==> config.mk <==
export PLATFORM = sky130hd
export DESIGN_NAME = wx_vector_loader_flat
export DESIGN_NICKNAME = d
export VERILOG_FILES = /design/src/rtl/wx_vector_loader_if.sv /design/src/rtl/wx_vector_loader.sv /design/src/flat_wrapper.sv
export SDC_FILE = /design/constraint.sdc
export NUM_CORES = 1
export LEC_CHECK = 0
export ABC_AREA = 1
export CAP_MARGIN = 25
export CORE_AREA = 2 2 172 174
export DETAILED_ROUTE_END_ITERATION = 8
export DIE_AREA = 0 0 174 176
export HOLD_SLACK_MARGIN = 0.1
export PLACE_DENSITY = 0.47
export SETUP_SLACK_MARGIN = 0.15
export SLEW_MARGIN = 20
export SYNTH_ARGS = -nofsm -noshare
export SYNTH_HDL_FRONTEND = slang
export SYNTH_SLANG_ARGS = --single-unit
==> constraint.sdc <==
create_clock -name clk -period 2.1 [get_ports clk]
set_clock_uncertainty 0.2 [all_clocks]
set_input_delay 0.315 -clock clk [delete_from_list [all_inputs] [get_ports clk]]
set_output_delay 0.315 -clock clk [all_outputs]
set_load 0.01 [all_outputs]
==> src/rtl/wx_vector_loader_if.sv <==
// Handshake and vector bus between a word source, the w/x loader and the spreader.
// The master side drives words in and consumes x; the slave side is the loader.
interface wx_vector_loader_if #(
  parameter int size      = 3,
  parameter int data_size = 16
);
  logic [data_size-1:0]      in_data;
  logic                      in_valid;
  logic                      in_is_w;
  logic                      in_ready;
  logic                      clear;
  logic [data_size*size-1:0] w;
  logic [data_size*size-1:0] x;
  logic                      set_w;
  logic                      out_valid;
  logic                      out_ready;

  modport master (
    output in_data, in_valid, in_is_w, clear, out_ready,
    input  in_ready, w, x, set_w, out_valid
  );

  modport slave (
    input  in_data, in_valid, in_is_w, clear, out_ready,
    output in_ready, w, x, set_w, out_valid
  );
endinterface

==> src/rtl/wx_vector_loader.sv <==
// Assembles streamed weight and input words into full w/x vectors for the spreader.
// Only complete vectors are ever published; partial fills live in private buffers.
module wx_vector_loader #(
  parameter int size      = 3,
  parameter int data_size = 16
) (
  input  logic               clk,
  input  logic               rst_n,
  wx_vector_loader_if.slave  bus
);
  localparam int cnt_w = (size > 1) ? $clog2(size) : 1;
  typedef logic [cnt_w-1:0] cnt_t;
  localparam cnt_t last_idx = cnt_t'(size - 1);

  typedef enum logic [1:0] {FILL, WCOMMIT, XVALID} state_t;

  state_t                    state;
  state_t                    state_next;
  cnt_t                      w_cnt;
  cnt_t                      x_cnt;
  logic [data_size*size-1:0] w_buf;
  logic [data_size*size-1:0] x_buf;
  logic [data_size*size-1:0] w_next;
  logic [data_size*size-1:0] x_next;
  logic [data_size*size-1:0] w_vec;
  logic [data_size*size-1:0] x_vec;
  logic                      accept;

  assign accept        = bus.in_valid && (state == FILL);
  assign bus.in_ready  = (state == FILL);
  assign bus.set_w     = (state == WCOMMIT);
  assign bus.out_valid = (state == XVALID);
  assign bus.w         = w_vec;
  assign bus.x         = x_vec;

  // Buffer contents with the incoming word merged in, so a completing word
  // can be published on the same edge it is accepted.
  always_comb begin
    w_next = w_buf;
    x_next = x_buf;
    w_next[int'(w_cnt)*data_size +: data_size] = bus.in_data;
    x_next[int'(x_cnt)*data_size +: data_size] = bus.in_data;
  end

  always_comb begin
    state_next = state;
    if (bus.clear) begin
      state_next = FILL;
    end else begin
      case (state)
        FILL: begin
          if (accept && bus.in_is_w && (w_cnt == last_idx))
            state_next = WCOMMIT;
          else if (accept && !bus.in_is_w && (x_cnt == last_idx))
            state_next = XVALID;
        end
        WCOMMIT: state_next = FILL;
        XVALID:  if (bus.out_ready) state_next = FILL;
        default: state_next = FILL;
      endcase
    end
  end

  always_ff @(posedge clk or negedge rst_n) begin
    if (!rst_n) state <= FILL;
    else        state <= state_next;
  end

  always_ff @(posedge clk or negedge rst_n) begin
    if (!rst_n) begin
      w_cnt <= '0;
      x_cnt <= '0;
      w_buf <= '0;
      x_buf <= '0;
      w_vec <= '0;
      x_vec <= '0;
    end else if (bus.clear) begin
      w_cnt <= '0;
      x_cnt <= '0;
    end else if (accept) begin
      if (bus.in_is_w) begin
        w_buf <= w_next;
        if (w_cnt == last_idx) begin
          w_vec <= w_next;
          w_cnt <= '0;
        end else begin
          w_cnt <= w_cnt + cnt_t'(1);
        end
      end else begin
        x_buf <= x_next;
        if (x_cnt == last_idx) begin
          x_vec <= x_next;
          x_cnt <= '0;
        end else begin
          x_cnt <= x_cnt + cnt_t'(1);
        end
      end
    end
  end
endmodule

==> src/flat_wrapper.sv <==
// flat-port wrapper written by rule: the top's interface ports become plain ports
module wx_vector_loader_flat 
#(
  parameter int size      = 3,
  parameter int data_size = 16
)
  (clk, rst_n, bus_in_data, bus_in_valid, bus_in_is_w, bus_clear, bus_out_ready, bus_in_ready, bus_w, bus_x, bus_set_w, bus_out_valid);
  wx_vector_loader_if #(.size(size), .data_size(data_size)) bus_i ();
  input  logic clk;
  input  logic rst_n;
  input wire logic [$bits(bus_i.in_data)-1:0] bus_in_data;
  input wire logic [$bits(bus_i.in_valid)-1:0] bus_in_valid;
  input wire logic [$bits(bus_i.in_is_w)-1:0] bus_in_is_w;
  input wire logic [$bits(bus_i.clear)-1:0] bus_clear;
  input wire logic [$bits(bus_i.out_ready)-1:0] bus_out_ready;
  output wire logic [$bits(bus_i.in_ready)-1:0] bus_in_ready;
  output wire logic [$bits(bus_i.w)-1:0] bus_w;
  output wire logic [$bits(bus_i.x)-1:0] bus_x;
  output wire logic [$bits(bus_i.set_w)-1:0] bus_set_w;
  output wire logic [$bits(bus_i.out_valid)-1:0] bus_out_valid;
  assign bus_i.in_data = bus_in_data;
  assign bus_i.in_valid = bus_in_valid;
  assign bus_i.in_is_w = bus_in_is_w;
  assign bus_i.clear = bus_clear;
  assign bus_i.out_ready = bus_out_ready;
  assign bus_in_ready = bus_i.in_ready;
  assign bus_w = bus_i.w;
  assign bus_x = bus_i.x;
  assign bus_set_w = bus_i.set_w;
  assign bus_out_valid = bus_i.out_valid;
  wx_vector_loader #(.size(size), .data_size(data_size)) u_core (.clk(clk), .rst_n(rst_n), .bus(bus_i));
endmodule
==> results of run 1 <==
kinds of logic after synthesis:
family | Yosys count | synth area share (%)
AO/OA/AOI/OAI | 6 | 0.352
AND/OR/NAND/NOR | 865 | 39.5
buffers and inverters | 97 | 5.36
adder cells (fa/ha/maj) | 9 | 1.32
flip-flops | 182 | 53.5
registers in the layout, summed over array words and instances (netlist names):
register and cells:
u_core.bus.w 48, u_core.bus.x 48, u_core.state 2, u_core.w_buf 32, u_core.w_cnt 2, u_core.x_buf 48
u_core.x_cnt 2
final cells by class:
| cell class | count | area share, % |
|---|---|---|
| flip-flops and latches | 182 | 41.4 |
| multi-input cells | 880 | 32.3 |
| repair buffers | 170 | 15.3 |
| well taps | 384 | 4.36 |
| clock buffers | 18 | 3.99 |
| inverters | 39 | 1.36 |
| clock inverters | 14 | 1.25 |
where the power goes:
| part | switching [mW] | internal, mW | total [mW] |
|---|---|---|---|
| registers | 0.100 | 3.68 | 3.78 |
| clock network | 1.53 | 1.70 | 3.23 |
| logic | 0.638 | 0.374 | 1.01 |
metal layers:
layer / vias up / GRT usage (%)
met5: - / 0
met4: 0 / 5.01
met3: 20 / 3.04
met2: 155 / 25.7
met1: 3493 / 24.6
li1: 3760 / -
worst register-to-register path, stage by stage, from the launching register on:
cell     delay (ps)
dfrtp_1         370
inv_1           160
ha_2            320
inv_1           180
nor2_4           60
nand2_1         260
nor2_1           90
nand2_1          70
nand2_1          50
through the flow:
| step | total power, mW | area [um^2] | utilization (%) | worst slack, ps | instances |
|---|---|---|---|---|---|
| floorplan | 4.35 | 8530 | - | 90.6 | 1159 |
| global placement | 4.83 | 10400 | 36.3 | 102 | 1650 |
| detailed placement | 4.84 | 10400 | 36.3 | 45.4 | 1650 |
| CTS | 8.10 | 10900 | 38.3 | 154 | 1683 |
| global route | 8.40 | 11000 | 38.6 | 111 | 1687 |
| finish | 8.02 | 11000 | 38.6 | 181 | 1687 |
timing repair:
action,in CTS,in global routing
pin swaps,0,0
resized for setup,3,23
setup endpoints to repair,3,97
hold buffers,1,0
gates cloned,0,1
hold endpoints to repair,151,0
buffers inserted,0,3
layout by cell type (no fill, tap or decap), types with 3 or more instances in the layout:
master / netlist / routed
nand2_2: 2 / 4
nand2_1: 738 / 736
dfrtp_1: 182 / 182
clkbuf_16: 0 / 17
nor2_2: 5 / 4
clkdlybuf4s50_1: 0 / 116
nor2_4: 3 / 6
buf_6: 3 / 3
inv_1: 36 / 32
clkinv_4: 0 / 3
inv_2: 2 / 5
ha_1: 9 / 6
buf_4: 7 / 37
nand3_1: 63 / 61
inv_6: 0 / 6
buf_12: 0 / 9
o21ai_1: 0 / 5
nor2_1: 54 / 52
path summary, 6_finish.rpt:
| check | startpoint | end | slack [ps] | cells past startpoint |
|---|---|---|---|---|
| setup / recovery | u_core.bus.w[15] | bus_w[15] | 180 | 1 |
| hold / removal | rst_n | u_core.bus.w[24] | 180 | 2 |
| setup reg to reg | u_core.w_cnt[0] | u_core.bus.w[39] | 220 | 8 |
| hold reg to reg | u_core.bus.x[11] | u_core.bus.x[11] | 270 | 2 |
| max in group asynchronous | rst_n | u_core.bus.x[27] | 820 | 3 |
| min in group clk | bus_out_ready | u_core.state[1] | 270 | 2 |
==> impl_metrics.toml, run 1 <==
[clock_tree]
clk_path_buf_depth = 2
cts_buffers = 17
clock_sinks = 182
tritoncts = "done"
worst_setup_hold_path_clk_slew_ps = 80
clock_latency_ps = 440
clockRootBuffer = "clkbuf_16"
htreeDepth = 4

[synthesis]
synth_commonest_cells = "738 x nand2_1, 182 x dfrtp_1, 63 x nand3_1, 54 x nor2_1, 36 x inv_1"
syn_avg_cell_area_um2 = 7.35
synth.top_cell.area_share_pct = 53.5
synth-seq-cells = 182
synth_top_flop_cell = "dfrtp_1"
syn_nets = 1190
yosysTopAreaCell = "dfrtp_1"
synth_area_um2 = 8520
syn_inst = 1159
ys_async_sr_fraction_pct = 100
yosysMostFrequentCell = "nand2_1"
yosys_warnings = 0
synth.distinct_cells = 16
yosys-top-cells-area = "dfrtp_1 53%, nand2_1 33%, nand3_1 3.7%"
synth-edff-count = 0
yosysSeqAreaShare_pct = 53.5

[sta]
period_share_pct = 91.4
finalSetupViolCount = 0
tightest_slew_ps = 633
finalCriticalPeriod_ps = 1920
rsz0062_at_grt = "true"
slew_headroom_pct = 57.7
report.final.slew_viol_count = 0
hold_violations = 0
hold_slack_ps = 184
setup_tns_ps = 0
timing.fmax_ghz = 0.521

[routing]
route.detailed.drc = 0
vias_per_cell = 4.40
ant_nets = 0
drt-initial-drc-count = 594
wl_um = 25200
routedWlPerCell_um = 14.9
met3_length_um = 1000
vias = 7428
wl_met2_um = 11100
drt-met1-wl_um = 12700
topRoutingLayerUsed = "met4"
dr.pass1.iters = 5

[setup_path]
cp_max_fo = 2
setup.worst_path.end_class = "output pin"
cp_slowest_stage_delay_ps = 560
crit_buf_inv = 1
crit_required_ps = 1580
start_kind = "register"
cp_top_family = "buffers and inverters"
cp_cell_sequence = "clkdlybuf4s50_1"
critical_path_class = "register to output pin"
cp.arrival_ps = 1400
slowest_stage = "clkdlybuf4s50_1"

[cells_and_area]
seq_area_um2 = 4550
syn2layout_area_growth_pct = 29.3
antenna_cells = 0
drive_gt1_share_pct = 8.29
final_nets = 1321
multi_input_area_um2 = 3560
filler_cell_count = 3066

[floorplanning]
core_um2 = 28500
chipWidth_um = 174
die_h_um = 176
start_util_pct = 29.8
die_area_um2 = 30600
ios = 121
rows = 62

[hold_path]
hold_path_class = "input pin to asynchronous set/reset pin"

[grt]
grt_usage_pct = 16.9
grt_pass1_vias = 7243
overflow = 0
grt_max_degree = 51
antenna_found_initial = 0
grt_pass1_wl_um = 40500

[flow_run]
cap_violations = 0

[place]
port_buffers = 120
globalplace.congestion = 0.755
hpwl_um = 17200

[pwr]
peakVddDrop_mv = 0.411
power_density_nw_per_um2 = 729
power_leakage_nw = 6.01

[outcome]
status = "finished clean"
Note: power is estimated with default switching activity, not from simulation.
==> run 2: changes to the inputs <==
CTS_CLUSTER_DIAMETER = 30   (was default)
==> results of run 2 <==
Same layout as run 1: the final DEF is identical, and so are final timing and power.
